[src/rtl/benes_cfg_loader.sv]
// -----------------------------------------------------------------------------
// benes_cfg_loader
//   Streams per-stage switch-control words into a shadow bank over a
//   valid/ready handshake and commits the whole bank atomically to the active
//   switch_set[] array feeding the benes_32 fabric. A new permutation loads in
//   the background while the fabric keeps routing on the old one.
//
// Optional feature: define BENES_CFG_PARITY_EN to widen s_cfg_data by one MSB
//   even-parity bit; a word with odd total parity raises o_cfg_err and drops
//   the frame.
//
// Ports
//   clk          in   rising-edge clock
//   rstn         in   asynchronous active-low reset
//   s_cfg_valid  in   config word valid
//   s_cfg_ready  out  loader can accept a word (registered)
//   s_cfg_data   in   switch bits for the current stage, bit k = switch k, 1 = cross
//                     (plus MSB even-parity bit when BENES_CFG_PARITY_EN)
//   s_cfg_last   in   final word of a frame
//   i_swap       in   downstream permission to commit, sampled only while FULL
//   switch_set   out  active per-stage switch settings (registered)
//   o_pending    out  complete shadow frame waiting for i_swap
//   o_cfg_err    out  one-cycle pulse: frame length/parity error, frame dropped
//   o_commit     out  one-cycle pulse aligned with the updated switch_set
// -----------------------------------------------------------------------------
module benes_cfg_loader #(
    parameter int STAGE_NUM  = 9,
    parameter int SWITCH_NUM = 16,
    parameter int CNT_W      = 4
) (
    input  logic                  clk,
    input  logic                  rstn,
    input  logic                  s_cfg_valid,
    output logic                  s_cfg_ready,
`ifdef BENES_CFG_PARITY_EN
    input  logic [SWITCH_NUM:0]   s_cfg_data,
`else
    input  logic [SWITCH_NUM-1:0] s_cfg_data,
`endif
    input  logic                  s_cfg_last,
    input  logic                  i_swap,
    output logic [SWITCH_NUM-1:0] switch_set [0:STAGE_NUM-1],
    output logic                  o_pending,
    output logic                  o_cfg_err,
    output logic                  o_commit
);

    typedef enum logic [1:0] {
        ST_FILL  = 2'd0,
        ST_DRAIN = 2'd1,
        ST_FULL  = 2'd2
    } state_t;

    localparam logic [CNT_W-1:0] CNT_LAST = CNT_W'(STAGE_NUM - 1);

`ifdef BENES_CFG_PARITY_EN
    // Even parity over the whole word (data + parity bit): a set result means a bad word.
    function automatic logic parity_odd(input logic [SWITCH_NUM:0] w);
        return ^w;
    endfunction
`endif

    state_t                  state_r;
    state_t                  state_nxt_s;
    logic [CNT_W-1:0]        cnt_r;
    logic [CNT_W-1:0]        cnt_nxt_s;
    logic [SWITCH_NUM-1:0]   shadow_r [0:STAGE_NUM-1];
    logic                    accept_s;
    logic                    parity_bad_s;
    logic                    shadow_we_s;
    logic                    load_s;
    logic                    err_nxt_s;

    assign accept_s = s_cfg_valid & s_cfg_ready;

`ifdef BENES_CFG_PARITY_EN
    assign parity_bad_s = parity_odd(s_cfg_data);
`else
    assign parity_bad_s = 1'b0;
`endif

    // State register.
    always_ff @(posedge clk or negedge rstn) begin
        if (!rstn) begin
            state_r <= ST_FILL;
        end else begin
            state_r <= state_nxt_s;
        end
    end

    // Next-state, counter and pulse decode.
    always_comb begin
        state_nxt_s = state_r;
        cnt_nxt_s   = cnt_r;
        err_nxt_s   = 1'b0;
        shadow_we_s = 1'b0;
        load_s      = 1'b0;
        case (state_r)
            ST_FILL: begin
                if (accept_s) begin
                    shadow_we_s = 1'b1;
                    if (parity_bad_s) begin
                        // Bad word: drop the frame; a last word needs no draining.
                        err_nxt_s   = 1'b1;
                        cnt_nxt_s   = {CNT_W{1'b0}};
                        state_nxt_s = s_cfg_last ? ST_FILL : ST_DRAIN;
                    end else if (s_cfg_last) begin
                        cnt_nxt_s = {CNT_W{1'b0}};
                        if (cnt_r == CNT_LAST) begin
                            state_nxt_s = ST_FULL;
                        end else begin
                            err_nxt_s   = 1'b1;
                            state_nxt_s = ST_FILL;
                        end
                    end else if (cnt_r == CNT_LAST) begin
                        // Frame too long: flag once here, swallow the rest in DRAIN.
                        err_nxt_s   = 1'b1;
                        cnt_nxt_s   = {CNT_W{1'b0}};
                        state_nxt_s = ST_DRAIN;
                    end else begin
                        cnt_nxt_s = cnt_r + CNT_W'(1);
                    end
                end else begin
                    state_nxt_s = ST_FILL;
                end
            end
            ST_DRAIN: begin
                if (accept_s && s_cfg_last) begin
                    cnt_nxt_s   = {CNT_W{1'b0}};
                    state_nxt_s = ST_FILL;
                end else begin
                    state_nxt_s = ST_DRAIN;
                end
            end
            ST_FULL: begin
                if (i_swap) begin
                    load_s      = 1'b1;
                    cnt_nxt_s   = {CNT_W{1'b0}};
                    state_nxt_s = ST_FILL;
                end else begin
                    state_nxt_s = ST_FULL;
                end
            end
            default: begin
                cnt_nxt_s   = {CNT_W{1'b0}};
                state_nxt_s = ST_FILL;
            end
        endcase
    end

    // Counter, shadow bank, active bank and registered handshake/status outputs.
    always_ff @(posedge clk or negedge rstn) begin
        if (!rstn) begin
            cnt_r       <= {CNT_W{1'b0}};
            s_cfg_ready <= 1'b0;
            o_pending   <= 1'b0;
            o_cfg_err   <= 1'b0;
            o_commit    <= 1'b0;
            for (int i = 0; i < STAGE_NUM; i++) begin
                shadow_r[i]   <= {SWITCH_NUM{1'b0}};
                switch_set[i] <= {SWITCH_NUM{1'b0}};
            end
        end else begin
            cnt_r       <= cnt_nxt_s;
            s_cfg_ready <= (state_nxt_s != ST_FULL);
            o_pending   <= (state_nxt_s == ST_FULL);
            o_cfg_err   <= err_nxt_s;
            o_commit    <= load_s;
            if (shadow_we_s) begin
                shadow_r[cnt_r] <= s_cfg_data[SWITCH_NUM-1:0];
            end
            // All stages change on the same edge, so the fabric never sees a mixed frame.
            if (load_s) begin
                for (int i = 0; i < STAGE_NUM; i++) begin
                    switch_set[i] <= shadow_r[i];
                end
            end
        end
    end

endmodule

[config.mk]
export PLATFORM = sky130hd
export DESIGN_NAME = benes_cfg_loader
export DESIGN_NICKNAME = d
export VERILOG_FILES = /design/src/rtl/benes_cfg_loader.sv
export SDC_FILE = /design/constraint.sdc
export NUM_CORES = 1
export LEC_CHECK = 0
export CORE_ASPECT_RATIO = 1.4
export CORE_MARGIN = 4
export CORE_UTILIZATION = 25
export CTS_BUF_LIST = sky130_fd_sc_hd__clkbuf_8
export DETAILED_ROUTE_END_ITERATION = 8
export PLACE_DENSITY_LB_ADDON = 0.05
export RECOVER_POWER = 100
export SLEW_MARGIN = 20
export SYNTH_ARGS = -nofsm -noshare
export SYNTH_HDL_FRONTEND = slang
export SYNTH_SLANG_ARGS = --single-unit
[constraint.sdc]
create_clock -name clk -period 2.5 [get_ports clk]
set_input_delay 0.625 -clock clk [delete_from_list [all_inputs] [get_ports clk]]
set_output_delay 0.625 -clock clk [all_outputs]
set_load 0.05 [all_outputs]
# Yosys cells after proc, flatten, opt, wreduce, memory -nomap -nowiden
# Index checks and enable logic that the tools add are counted.
[word_totals]
reg_bits = 298
input_bits = 21
out_inout_bits = 148
[op_classes]
n_addsub = 1
n_lt_le_gt_ge = 2
eq_ne = 8
muxes = 25
n_bitwise = 2
reduce_logical = 4
[ops]
columns = ["operator", "count"]
rows = [
  ["$bwmux W144", 1],
  ["$demux W16 S4", 1],
  ["$mux W4", 5],
  ["$mux W16", 1],
  ["$pmux W4 S3", 1],
  ["$mux W1", 10],
  ["$mux W2", 5],
  ["$ne A2 B2 Y1 const B", 4],
  ["$pmux W2 S3", 1],
  ["$ge A5 B5 Y1 const B", 1],
  ["$lt A5 B1 Y1 const B", 1],
  ["$not A4 Y5", 1],
  ["$add A4 B1 Y4 const B", 1],
  ["$eq A2 B2 Y1 const B", 2],
  ["$eq A4 B4 Y1 const B", 1],
  ["$reduce_and A3 Y1", 1],
  ["$eq A2 B1 Y1 const B", 1],
  ["$logic_and A1 B1 Y1", 2],
  ["$logic_not A2 Y1", 1],
  ["$and A1 B1 Y1", 1],
]

# Depth between registers and ports, before layout
[logic_depth]
word_depth = 6
ltp_mapped = 8
mapped_depth_nobuf = 5

# Worst setup path before layout
# Ideal clock, no wire load.
[synth_timing]
path_type = "register -> register"
startpoint = "register s_cfg_ready"
endpoint = "register shadow_r[10] (netlist name)"
t_arrival_ns = 1.844
required_ns = 2.375
slack_ns = 0.531
stages_incl_launch_ff = 7
cell_sequence = "dfrtp_1 and4bb_1 buf_6 and2_4 buf_6 buf_12 mux2_4"
[synth_via]
elab_chain_len = 3
[synth_rtl]
columns = ["item", "line", "rtl"]
rows = [
  ["from (decl)", "34", "output logic s_cfg_ready,"],
  ["from (signal assigned)", "165", "s_cfg_ready <= (state_nxt_s != ST_FULL);"],
  ["$and A1 B1 Y1", "74", "assign accept_s = s_cfg_valid & s_cfg_ready;"],
  ["$mux W1", "100", "if (accept_s) begin"],
  ["$mux W1", "98", "case (state_r)"],
  ["to (signal, indexed assignment)", "160", "shadow_r[i] <= {SWITCH_NUM{1'b0}};"],
  ["to (signal, indexed assignment)", "170", "shadow_r[cnt_r] <= s_cfg_data[SWITCH_NUM-1:0];"],
  ["to (decl)", "67", "logic [SWITCH_NUM-1:0] shadow_r [0:STAGE_NUM-1];"],
]
# No other way between the ends.
# A chain may end at the register's enable or synchronous reset.

# Final worst setup path
[layout_timing]
startpoint = "register switch_set[45] (netlist name)"
endpoint = "output port switch_set[45] (netlist name)"
[layout_rtl]
columns = ["item", "line", "rtl"]
rows = [
  ["from (decl)", "42", "output logic [SWITCH_NUM-1:0] switch_set [0:STAGE_NUM-1],"],
  ["from (signal, indexed assignment)", "161", "switch_set[i] <= {SWITCH_NUM{1'b0}};"],
  ["from (signal, indexed assignment)", "175", "switch_set[i] <= shadow_r[i];"],
]
# No word-level cell between the ends.

==> summary.md <==
| Metric | Value |
|---|---|
| CP Class | register to output pin |
| Peak-usage layer in the global routing report | met2 |
| Crit path capture type | output pin |
| TritonCTS clock tree | yes |
| Syn-to-layout area delta | 27.4% |
| #FFs+latches synth | 298 |
| Met2 Track Usage GR | 0.233 |
| Core area | between 0.04 and 0.05 sq mm |
| Final Max Slew Viols | 0 |
| Critical-path cell list | clkdlybuf4s50_1 |
| Clk sink count | slightly below 300 |
| Initial antenna violation count | 1 |
| Crit path max fanout | 2 |
| Setup slack, reg-to-reg | between 200 and 250 ps |
| Filler cell count | a little under 5000 |
| DRT iter0 DRCs | between 300 and 400 |
| Bufs and invs on worst path | 1 |
| Area of the multi-input gates | 0.00363 sq mm |
| Die W | 191 microns |
| Reg2Reg Launch Point | state_r[1]$_DFF_PN0_ |
| Min-Delay Startpoint | shadow_r[115]$_DFFE_PN0P_ |
| R2r endpoint | switch_set[17]$_DFFE_PN0P_ |
| Gpl congestion | 0.706 |
| # Post-CTS Setup Buffers | 0 |
| Cells after Synth | slightly below 1000 |
| Hold Path Sink | switch_set[115]$_DFFE_PN0P_ |
| Setup WS pre-CTS | between 90 and 100 ps |
| Die ar. | roughly 0.05 sq mm |
| Reg2Reg Depth | 6 |
| TritonRoute pass-1 iters | 4 |
| Fmax | about 0.41 GHz |
| Crit-path max cell delay | just over 800 ps |
| Final setup vio count | 0 |
| CP required | 1880 ps |
| WL per Instance | 18.5 microns |
| Vias in the first global route | 8182 |
| WP data arrival | 1790 ps |
| Final core utilization | 0.324 |
| LEAKAGE | 7.66 nW |
| Non-Filler Instances | about 1800 |
| GRT overflow | 0 |
| Status | finished clean |
| Final Hold Fails | 0 |
| Finished Cell Area | roughly 0.015 sq mm |
| Synthesized cell area | 0.0117 sq mm |
| GR Util met3 | 0.0244 |
| Largest net degree at the start of global routing | 75 |
| Depth of the worst hold-timing path | 2 |
| Final Power | ~12 mW |
| Most used DFF post-synth | dfrtp_1 |
| Fin crit period | about 2400 ps |
| Mapped Avg Cell Area | around 12 sq um |
| Deepest clock path buffer count | 3 |
| TritonCTS Buffers | 51 |
| DR vias/cell | roughly 4 |
| Row cnt | 93 |
| Total wire length | about 34000 microns |
| Clock H-tree levels | 2 |
| I/O pins | around 170 |
| HP Class | register to register |
| Hold Worst Slack | ~460 ps |
| Worst slew pin tran | 1290 ps |
| Maximum vdd drop | 0.322 mV |
| Cell variety after synth | 38 |
| Vias | 7492 |
| NumNets Final | about 1200 |
| Share of post-route cells with drive strength above 1 | 0.110 |
| Register area | 0.00746 sq mm |
| Slowest cell on crit path | clkdlybuf4s50_1 |
| Max_cap viols | 0 |
| Worst slew margin | 0.139 |
| Detailed placement HPWL | 21400 microns |
| Antenna-violating nets left | 0 |
| Synth warn | 0 |
| PD cells | 831 mW/mm^2 |
| First-pass GRT wire length | 52800 microns |
| Worst path top cell family by delay | buffers and inverters |
| Initial Util | 0.254 |
| Cells after DPL | around 1700 |
| Setup Skew | 20.0 ps |
| Die Ht | 264 microns |
| Setup_tns | 0 ps |
| Reg clk slew, reported paths | 60 ps |
| Placed instance area | about 0.014 sq mm |
| Final WS setup | around 83 ps |
| All-Layer GR Usage | 0.136 |
| Async SR Flop Fraction | 1.00 |
| Seq/Total Area, Yosys | 0.635 |
| Tcrit/Tclk final | 0.967 |
| Unrepaired setup endpoints after global routing | no |
| CP startpoint kind | register |
| CTS root buf | clkbuf_8 |
| PortBufs | approximately 170 |
| Worst-Skew Late Latency | 590 ps |
| DRC | 0 |
| EDFF count, synth | 0 |
| Met1 Use GR | 0.177 |
| Post-synth net total | ~990 |
## power breakdown
group | total (mW) | switching, mW | internal (mW)
sequential | 6.14 | 0.463 | 5.68
combinational | 1.30 | 0.640 | 0.663
clock | 4.99 | 2.05 | 2.94
## layout by cell type (no fill, tap or decap), types with 2 or more instances in the layout
master,n
a22o_1,3
buf_12,5
buf_4,12
buf_6,2
bufinv_16,5
clkbuf_1,13
clkbuf_2,14
clkbuf_8,68
clkdlybuf4s50_1,133
clkinv_2,2
dfrtp_1,298
dlygate4sd2_1,26
dlygate4sd3_1,2
ha_1,4
inv_1,16
inv_6,2
mux2_1,126
mux2_2,10
mux2_4,8
nand2_1,433
nand2b_1,2
nand3_1,6
nand3_4,2
nor2_1,4
nor2b_1,2
nor4_1,2
## kinds of logic after synthesis
logic type	count (synthesis)	synth area share
adder cells (fa/ha/maj)	4	0.00426
buffers and inverters	49	0.0240
AND/OR/NAND/NOR	461	0.162
flip-flops	298	0.635
AO/OA/AOI/OAI	10	0.00693
XOR/XNOR	1	0.000746
multiplexers	145	0.167
## worst max-delay path by stage
stage          cells past startpoint                       start                       end  slack, ps
6_report                           1  switch_set[45]$_DFFE_PN0P_            switch_set[45]         80
5_1_grt                            1  switch_set[45]$_DFFE_PN0P_            switch_set[45]        0.6
4_1_cts                            1  switch_set[52]$_DFFE_PN0P_            switch_set[52]        0.8
3_5_place_dp                       5                 s_cfg_valid   shadow_r[2]$_DFFE_PN0P_         90
3_3_place_gp                       5                 s_cfg_valid   shadow_r[0]$_DFFE_PN0P_        110
2_1_floorplan                      6       s_cfg_ready$_DFF_PN0_  shadow_r[10]$_DFFE_PN0P_        530
## layer usage
metal,share of wire,up-vias
met4,0.020,0
met1,0.44,3755
met2,0.50,135
met5,0,-
met3,0.036,48
li1,-,3554
## synth_stat cells (2+ instances only)
library cell / instances / area [sq um]
a22o_1: 3 / 26.3
buf_1: 16 / 60.1
buf_2: 5 / 25.0
buf_6: 10 / 113
clkbuf_1: 14 / 52.6
dfrtp_1: 298 / 7460
ha_1: 4 / 50.1
inv_1: 2 / 7.51
mux2_1: 47 / 529
mux2_2: 10 / 113
mux2_4: 87 / 1310
nand2_1: 433 / 1630
nand2b_1: 2 / 12.5
nand3_4: 8 / 140
nor2_1: 4 / 15.0
nor2b_1: 2 / 12.5
nor4_1: 2 / 12.5
## cell type report
type	count	share of cell area
flip-flops and latches	298	0.499
multi-input cells	621	0.243
repair buffers	207	0.128
clock buffers	68	0.0626
well taps	617	0.0516
clock inverters	23	0.0153
inverters	3	0.00109
diodes	1	0.000167
## state kept, by name (all words and copies together), names as in the netlist
register / cells
o_commit: 1
o_cfg_err: 1
switch_set: 144
s_cfg_ready: 1
cnt_r: 4
shadow_r: 144
o_pending: 1
state_r: 2
## tightest hold or removal path, stage by stage (launching register included)
cell	delay (ps)
dfrtp_1	340
nand2_1	50
nand2_1	50
## timing repair
action	CTS	global route
setup endpoints to repair	26	6
resized for setup	26	6
hold endpoints to repair	36	0
hold buffers	1	0
Power figures use the tool's default switching activity.
